File: config.mk
export PLATFORM = sky130hd
export DESIGN_NAME = pipe_hazard_ctrl_flat
export DESIGN_NICKNAME = d
export VERILOG_FILES = /design/src/rtl/pipe_hazard_ctrl_pkg.sv /design/src/rtl/pipe_hazard_ctrl_if.sv /design/src/rtl/pipe_hazard_ctrl_hazard_detect.sv /design/src/rtl/pipe_hazard_ctrl.sv /design/src/flat_wrapper.sv
export SDC_FILE = /design/constraint.sdc
export NUM_CORES = 1
export LEC_CHECK = 0
export BUFFER_PORTS_ARGS = -buffer_cell sky130_fd_sc_hd__buf_2
export CAP_MARGIN = 20
export CORE_MARGIN = 2
export CORE_UTILIZATION = 45
export CTS_CLUSTER_DIAMETER = 50
export DETAILED_ROUTE_END_ITERATION = 10
export PLACE_DENSITY = 0.74
export SLEW_MARGIN = 20
export SYNTH_ARGS = -nofsm -noshare
export SYNTH_HDL_FRONTEND = slang
export SYNTH_HIERARCHICAL = 1
export SYNTH_SLANG_ARGS = --single-unit
File: constraint.sdc
create_clock -name clk -period 4.4 [get_ports clk]
set_clock_uncertainty 0.15 [all_clocks]
set_input_delay 0.66 -clock clk [delete_from_list [all_inputs] [get_ports clk]]
set_output_delay 0.66 -clock clk [all_outputs]
set_load 0.005 [all_outputs]
File: src/rtl/pipe_hazard_ctrl_pkg.sv
// Shared encodings and types for the pipeline sequencing controller.
// Hazard terms are grouped into one struct so the detector and the FSM share a single bundle.
package pipe_hazard_ctrl_pkg;

  localparam logic [1:0] PIPE_IDLE = 2'd0;
  localparam logic [1:0] PIPE_RUN  = 2'd1;
  localparam logic [1:0] PIPE_HAZ  = 2'd2;
  localparam logic [1:0] PIPE_HALT = 2'd3;

  localparam int unsigned REG_ZERO = 0;

  typedef struct packed {
    logic lu;
    logic br_ex;
    logic br_ld2;
    logic br_ld1;
  } haz_t;

endpackage

File: src/rtl/pipe_hazard_ctrl_if.sv
// Pipeline-to-controller bundle: stage register-use inputs and sequencing outputs.
// The master side is the datapath, the slave side is the controller.
interface pipe_hazard_ctrl_if #(
  parameter int unsigned REG_W = 5,
  parameter int unsigned CNT_W = 16
);
  logic [REG_W-1:0] id_rs;
  logic [REG_W-1:0] id_rt;
  logic             id_uses_rs;
  logic             id_uses_rt;
  logic             id_is_branch;
  logic             ctrl_branch;
  logic [REG_W-1:0] ex_wreg;
  logic             ex_reg_write;
  logic             ex_mem_read;
  logic [REG_W-1:0] mem_wreg;
  logic             mem_mem_read;
  logic             step_mode;
  logic             step_req;
  logic             stall;
  logic             if_flush;
  logic             id_flush;
  logic             run_en;
  logic [1:0]       pipe_state;
  logic [CNT_W-1:0] stall_count;

  modport master (
    output id_rs, id_rt, id_uses_rs, id_uses_rt, id_is_branch, ctrl_branch,
    output ex_wreg, ex_reg_write, ex_mem_read, mem_wreg, mem_mem_read, step_mode, step_req,
    input  stall, if_flush, id_flush, run_en, pipe_state, stall_count
  );

  modport slave (
    input  id_rs, id_rt, id_uses_rs, id_uses_rt, id_is_branch, ctrl_branch,
    input  ex_wreg, ex_reg_write, ex_mem_read, mem_wreg, mem_mem_read, step_mode, step_req,
    output stall, if_flush, id_flush, run_en, pipe_state, stall_count
  );
endinterface

File: src/rtl/pipe_hazard_ctrl_hazard_detect.sv
// Combinational hazard detector: compares ID source registers against EX/MEM destinations.
module pipe_hazard_ctrl_hazard_detect
  import pipe_hazard_ctrl_pkg::*;
#(
  parameter int unsigned REG_W = 5
) (
  input  logic [REG_W-1:0] i_id_rs,
  input  logic [REG_W-1:0] i_id_rt,
  input  logic             i_id_uses_rs,
  input  logic             i_id_uses_rt,
  input  logic             i_id_is_branch,
  input  logic [REG_W-1:0] i_ex_wreg,
  input  logic             i_ex_reg_write,
  input  logic             i_ex_mem_read,
  input  logic [REG_W-1:0] i_mem_wreg,
  input  logic             i_mem_mem_read,
  output haz_t             o_haz
);

  // r0 is hard-wired zero, so a match on it is never a real dependency.
  function automatic logic f_src_hit(input logic uses, input logic [REG_W-1:0] src,
                                     input logic [REG_W-1:0] dst);
    return uses && (src != REG_W'(REG_ZERO)) && (src == dst);
  endfunction

  logic w_ex_match;
  logic w_mem_match;

  assign w_ex_match  = f_src_hit(i_id_uses_rs, i_id_rs, i_ex_wreg) |
                       f_src_hit(i_id_uses_rt, i_id_rt, i_ex_wreg);
  assign w_mem_match = f_src_hit(i_id_uses_rs, i_id_rs, i_mem_wreg) |
                       f_src_hit(i_id_uses_rt, i_id_rt, i_mem_wreg);

  assign o_haz.lu     = i_ex_mem_read & w_ex_match;
  assign o_haz.br_ex  = i_id_is_branch & i_ex_reg_write & ~i_ex_mem_read & w_ex_match;
  assign o_haz.br_ld2 = i_id_is_branch & i_ex_mem_read & w_ex_match;
  assign o_haz.br_ld1 = i_id_is_branch & i_mem_mem_read & w_mem_match;

endmodule

File: src/rtl/pipe_hazard_ctrl.sv
// Pipeline sequencing controller: stall/flush generation, single-step debug hold,
// and a saturating hazard-stall counter.
module pipe_hazard_ctrl
  import pipe_hazard_ctrl_pkg::*;
#(
  parameter int unsigned REG_W = 5,
  parameter int unsigned CNT_W = 16
) (
  input  logic                  clk,
  input  logic                  rst,
  pipe_hazard_ctrl_if.slave     bus
);

  logic [1:0]       r_state;
  logic [1:0]       w_state_d;
  logic             r_step;
  logic [CNT_W-1:0] r_cnt;
  haz_t             w_haz;
  logic             w_any_haz;
  logic             w_step_rise;
  logic             w_stall;
  logic             w_if_flush;
  logic             w_cnt_en;

  pipe_hazard_ctrl_hazard_detect #(
    .REG_W (REG_W)
  ) u_hazard_detect (
    .i_id_rs        (bus.id_rs),
    .i_id_rt        (bus.id_rt),
    .i_id_uses_rs   (bus.id_uses_rs),
    .i_id_uses_rt   (bus.id_uses_rt),
    .i_id_is_branch (bus.id_is_branch),
    .i_ex_wreg      (bus.ex_wreg),
    .i_ex_reg_write (bus.ex_reg_write),
    .i_ex_mem_read  (bus.ex_mem_read),
    .i_mem_wreg     (bus.mem_wreg),
    .i_mem_mem_read (bus.mem_mem_read),
    .o_haz          (w_haz)
  );

  assign w_any_haz   = |w_haz;
  assign w_step_rise = bus.step_req & ~r_step;

  always_comb begin
    w_stall    = 1'b0;
    w_if_flush = 1'b0;
    w_state_d  = r_state;
    case (r_state)
      PIPE_IDLE: w_state_d = PIPE_RUN;
      PIPE_RUN: begin
        w_stall    = w_any_haz;
        // A branch resolved on stale operands is dropped and re-evaluated after the stall.
        w_if_flush = bus.ctrl_branch & ~w_any_haz;
        if (w_haz.br_ld2)                    w_state_d = PIPE_HAZ;
        else if (bus.step_mode && !w_any_haz) w_state_d = PIPE_HALT;
      end
      PIPE_HAZ: begin
        w_stall   = 1'b1;
        w_state_d = bus.step_mode ? PIPE_HALT : PIPE_RUN;
      end
      PIPE_HALT: begin
        w_stall = 1'b1;
        if (w_step_rise || !bus.step_mode) w_state_d = PIPE_RUN;
      end
      default: w_state_d = PIPE_IDLE;
    endcase
  end

  // Debug holds in HALT are not hazards, so they are excluded from the count.
  assign w_cnt_en = w_stall & ((r_state == PIPE_RUN) | (r_state == PIPE_HAZ));

  always_ff @(posedge clk or posedge rst) begin
    if (rst) begin
      r_state <= PIPE_IDLE;
      r_step  <= 1'b0;
      r_cnt   <= '0;
    end else begin
      r_state <= w_state_d;
      r_step  <= bus.step_req;
      if (w_cnt_en && (r_cnt != {CNT_W{1'b1}})) r_cnt <= r_cnt + CNT_W'(1);
    end
  end

  assign bus.stall       = w_stall;
  assign bus.id_flush    = w_stall;
  assign bus.if_flush    = w_if_flush;
  assign bus.run_en      = (r_state != PIPE_IDLE);
  assign bus.pipe_state  = r_state;
  assign bus.stall_count = r_cnt;

endmodule

File: src/flat_wrapper.sv
// flat-port wrapper written by rule: the top's interface ports become plain ports
module pipe_hazard_ctrl_flat import pipe_hazard_ctrl_pkg::*;
#(
  parameter int unsigned REG_W = 5,
  parameter int unsigned CNT_W = 16
)
  (clk, rst, bus_id_rs, bus_id_rt, bus_id_uses_rs, bus_id_uses_rt, bus_id_is_branch, bus_ctrl_branch, bus_ex_wreg, bus_ex_reg_write, bus_ex_mem_read, bus_mem_wreg, bus_mem_mem_read, bus_step_mode, bus_step_req, bus_stall, bus_if_flush, bus_id_flush, bus_run_en, bus_pipe_state, bus_stall_count);
  pipe_hazard_ctrl_if #(.REG_W(REG_W), .CNT_W(CNT_W)) bus_i ();
  input  logic clk;
  input  logic rst;
  input wire logic [$bits(bus_i.id_rs)-1:0] bus_id_rs;
  input wire logic [$bits(bus_i.id_rt)-1:0] bus_id_rt;
  input wire logic [$bits(bus_i.id_uses_rs)-1:0] bus_id_uses_rs;
  input wire logic [$bits(bus_i.id_uses_rt)-1:0] bus_id_uses_rt;
  input wire logic [$bits(bus_i.id_is_branch)-1:0] bus_id_is_branch;
  input wire logic [$bits(bus_i.ctrl_branch)-1:0] bus_ctrl_branch;
  input wire logic [$bits(bus_i.ex_wreg)-1:0] bus_ex_wreg;
  input wire logic [$bits(bus_i.ex_reg_write)-1:0] bus_ex_reg_write;
  input wire logic [$bits(bus_i.ex_mem_read)-1:0] bus_ex_mem_read;
  input wire logic [$bits(bus_i.mem_wreg)-1:0] bus_mem_wreg;
  input wire logic [$bits(bus_i.mem_mem_read)-1:0] bus_mem_mem_read;
  input wire logic [$bits(bus_i.step_mode)-1:0] bus_step_mode;
  input wire logic [$bits(bus_i.step_req)-1:0] bus_step_req;
  output wire logic [$bits(bus_i.stall)-1:0] bus_stall;
  output wire logic [$bits(bus_i.if_flush)-1:0] bus_if_flush;
  output wire logic [$bits(bus_i.id_flush)-1:0] bus_id_flush;
  output wire logic [$bits(bus_i.run_en)-1:0] bus_run_en;
  output wire logic [$bits(bus_i.pipe_state)-1:0] bus_pipe_state;
  output wire logic [$bits(bus_i.stall_count)-1:0] bus_stall_count;
  assign bus_i.id_rs = bus_id_rs;
  assign bus_i.id_rt = bus_id_rt;
  assign bus_i.id_uses_rs = bus_id_uses_rs;
  assign bus_i.id_uses_rt = bus_id_uses_rt;
  assign bus_i.id_is_branch = bus_id_is_branch;
  assign bus_i.ctrl_branch = bus_ctrl_branch;
  assign bus_i.ex_wreg = bus_ex_wreg;
  assign bus_i.ex_reg_write = bus_ex_reg_write;
  assign bus_i.ex_mem_read = bus_ex_mem_read;
  assign bus_i.mem_wreg = bus_mem_wreg;
  assign bus_i.mem_mem_read = bus_mem_mem_read;
  assign bus_i.step_mode = bus_step_mode;
  assign bus_i.step_req = bus_step_req;
  assign bus_stall = bus_i.stall;
  assign bus_if_flush = bus_i.if_flush;
  assign bus_id_flush = bus_i.id_flush;
  assign bus_run_en = bus_i.run_en;
  assign bus_pipe_state = bus_i.pipe_state;
  assign bus_stall_count = bus_i.stall_count;
  pipe_hazard_ctrl #(.REG_W(REG_W), .CNT_W(CNT_W)) u_core (.clk(clk), .rst(rst), .bus(bus_i));
endmodule
==> flow_summary.yaml <==
run_status:
  status: "finished clean"
synthesis:
  ys_seq_area_frac: 0.345
  synth_nets: 180
  syn-instance-count: 143
  synth_area_per_cell_um2: 9.64
  synth_top_family_by_area: "simple AND/OR/NAND/NOR gates"
  synthDominantCellAreaShare: 0.345
  synth_compound_gate_area_share: 0.0826
  mappedNetlistArea_um2: 1380
  number_of_synthesis_warnings: 6
  share_of_synthesized_cell_area_in_full_adder_half_adder_and_majority_cells: 0.0544
  synth_mux_area_frac: 0.0390
  post_synth_main_area_contributors: "sky130_fd_sc_hd__dfrtp_1 34%, sky130_fd_sc_hd__xor2_1 16%, sky130_fd_sc_hd__ha_1 5.4%, sky130_fd_sc_hd__xnor2_1 5.1%, sky130_fd_sc_hd__nand2_1 3.0%"
  synth_top_cell_by_area: "sky130_fd_sc_hd__dfrtp_1"
  synth_cell_type_count: 37
  number_of_synthesized_register_bits: 19
  simple_gate_fraction_of_synth_area: 0.250
  parity_gate_share_of_the_synthesized_area_counting_xor_and_xnor_cells: 0.210
routing:
  average_via_count_per_standard_cell: 5.52
  dr.first_iter.drc_count: 75
  met2_wirelength_mm: 1.51
  postRouteAntennaNets: 0
  wire_per_inst_um: 13.5
  topRoutingLayerUsed: "met4"
  drt-pass1-iter-count: 4
  drt_drc_violations_left: 0
  drt-met1-wl_mm: 1.38
  postRouteWirelength_mm: 3.11
  met3RoutedLength_um: 173
  num_vias: 1274
power_and_ir_drop:
  switchingPower_uw: 236
  power-per-cell-area_nw_per_um2: 358
  vdd_drop_max_mv: 0.167
  power.combinational.fraction: 0.466
  power_switching_share: 0.387
  share_clk_of_total_power: 0.141
  p_seq_frac: 0.394
  power_report.internal_total_uw: 373
  p_total_uw: 609
  power.leakage_uw: 0.000883
timing:
  setup_violations: 0
  final-hold-violation-count: 0
  fin_crit_sh: 0.750
  finalMaxSlewViolations: 0
  setup_total_negative_slack_ns: 0
  unrepaired_setup_endpoints_after_global_routing: "false"
  timing.fmax_mhz: 303
  max_slew.worst_pin.slew_ns: 0.675
  timing.slew.headroom: 0.549
  finalWorstPathRequiredPeriod_ns: 3.30
final_layout:
  post_route_cells_drive_above_1_share: 0.328
  n_fill_cell: 267
  insertedDiodeCount: 0
  layout_overhead_on_the_synthesized_area_pct: 23.5
  layout.nets: 236
  layout.area.seq_um2: 475
  multi_input_comb_area_um2: 876
placement:
  numPortBuffers: 52
  post-dp-hpwl_mm: 2.54
  global_placer_s_final_weighted_congestion: 0.919
cts:
  clk_pin_slew_ns: 0.10
  clk_root_buffer_cell: "sky130_fd_sc_hd__clkbuf_4"
  clk-insertion-delay-late_ns: 0.30
  cts_hold_buf: 0
  tritoncts_clock_tree: "done"
  ctsHtreeMaxLevel: 1
  numCtsBuffers: 3
  setup_fix_buffers_added_after_clock_tree_synthesis: 0
  clk_path_buf_depth: 2
  resized_gates_after_cts: 0
  clkSinkCount: 19
global_route:
  antenna_found_initial: 0
  grt_first_pass_wirelength_mm: 4.98
  grt_overflow: 0
  grt.total_usage: 0.184
  maximum_number_of_pins_on_one_net_before_global_route_repair: 20
  via_count_of_the_first_global_routing_pass: 1169
job:
  timing.max_cap.violations: 0
setup_path:
  category_of_the_critical_setup_timing_path: "input port to primary output"
  critPathCaptureType: "primary output"
  timing.critical_path.from_type: "input port"
  timing.critical_path.fanout_max: 3
  cp_data_arrival_time_ns: 2.49
  required_time_of_the_critical_path_ns: 3.59
floorplan:
  dieWidth_um: 59.4
  boundaryPins: 53
  start_util: 0.463
  standard_cell_core_area_um2: 2980
  die_area_um2: 3520
  core.rowCount: 20
  floorplan.die.height_um: 59.4
hold_path:
  min_path_type: "input port to asynchronous set/reset pin"
==> power groups by stage <==
stage          Clock [uW]  Combinational (uW)  Sequential (uW)
2_1_floorplan           0                 191              241
4_1_cts              91.8                 287              240
5_1_grt              96.4                 318              246
3_3_place_gp            0                 278              241
3_5_place_dp            0                 284              244
6_report             85.8                 284              240
==> state kept, by name, summed over array words and instances, names as in the netlist <==
signal	flops
u_core/bus.stall_count	16
u_core/bus.pipe_state	2
u_core/r_step	1
==> worst paths after layout <==
kind                                      startpoint                        end  slack, ns  depth (start not counted)
max                                     bus_id_rs[1]                  bus_stall       1.10                          9
max in group asynchronous                        rst  u_core/bus.stall_count[0]       3.38                          2
min reg2reg                u_core/bus.stall_count[0]  u_core/bus.stall_count[0]       0.36                          1
min in group clk                        bus_step_req              u_core/r_step       0.32                          1
max reg2reg                 u_core/bus.pipe_state[0]  u_core/bus.stall_count[9]       2.15                          6
min                                              rst              u_core/r_step       0.29                          2
==> cell usage in the layout, fill, tap and decap left out, drive strengths merged, types with 2 or more instances in the layout <==
cell	n
xor2	25
nor3	8
mux2	3
nand4	6
o21ai	4
dfrtp	19
clkbuf	3
xnor2	8
and3	5
ha	6
nand2	11
nor2	5
a21oi	2
buf	53
nand2b	2
mux2i	2
nor4	6
inv	4
or4	4
nand3	7
nor4b	2
==> area by class of cell <==
cell class,count,area share
multi-input cells,118,0.514
flip-flops and latches,19,0.279
repair buffers,53,0.157
well taps,33,0.0242
clock buffers,3,0.0132
inverters,4,0.00882
clock inverters,1,0.00294
==> Yosys cell counts, drive strengths merged <==
library cell	count
nand2	11
nand3	7
nor3b	1
a21oi	2
nor3	8
buf	2
nand2b	2
a21o	1
nor2b	1
or2	1
a21boi	1
o2111ai	1
and3	5
and2	1
o22ai	1
nand4	6
a211oi	1
a31o	1
xnor2	8
dfrtp	19
mux2	3
nor4	6
inv	4
mux2i	2
xor2	25
ha	6
o41a	1
o21ai	4
nor2	5
or4	4
nor4b	2
and3b	1
==> metal layers <==
| metal | GRT usage | vias up |
|---|---|---|
| met5 | 0 | - |
| met4 | 0.0909 | 0 |
| met3 | 0.0175 | 6 |
| met2 | 0.311 | 54 |
| met1 | 0.234 | 590 |
| li1 | - | 624 |
==> metrics by stage <==
stage                     hold WS, ns  instances  setup WS [ns]  utilization  instance area, um^2
after global routing            0.305        231          0.972        0.572                 1700
after detailed placement        0.354        227           1.10        0.563                 1680
after global placement          0.351        227           1.11        0.563                 1680
final                           0.289        231           1.10        0.572                 1700
after floorplan                 0.345        143           1.27            -                 1380
after CTS                       0.300        231           1.09        0.572                 1700
==> kinds of logic (layout without fill, tap and decap cells) <==
| kind of cell | after synthesis | in the layout |
|---|---|---|
| simple gates | 61 | 61 |
| fa+ha+maj | 6 | 6 |
| mux | 5 | 5 |
| flops | 19 | 19 |
| compound gates | 13 | 13 |
| xor+xnor | 33 | 33 |
| buf+inv | 6 | 61 |
==> worst max-delay path, cell delays in order <==
cell and delay, ns:
sky130_fd_sc_hd__buf_2 0.12, sky130_fd_sc_hd__or4_1 0.51, sky130_fd_sc_hd__o21ai_1 0.17, sky130_fd_sc_hd__or4_4 0.17
sky130_fd_sc_hd__a21oi_1 0.08, sky130_fd_sc_hd__o41a_1 0.50, sky130_fd_sc_hd__nor2_1 0.12, sky130_fd_sc_hd__nor2_1 0.05
sky130_fd_sc_hd__buf_2 0.12
No activity file was read; power rests on OpenSTA's default activity.
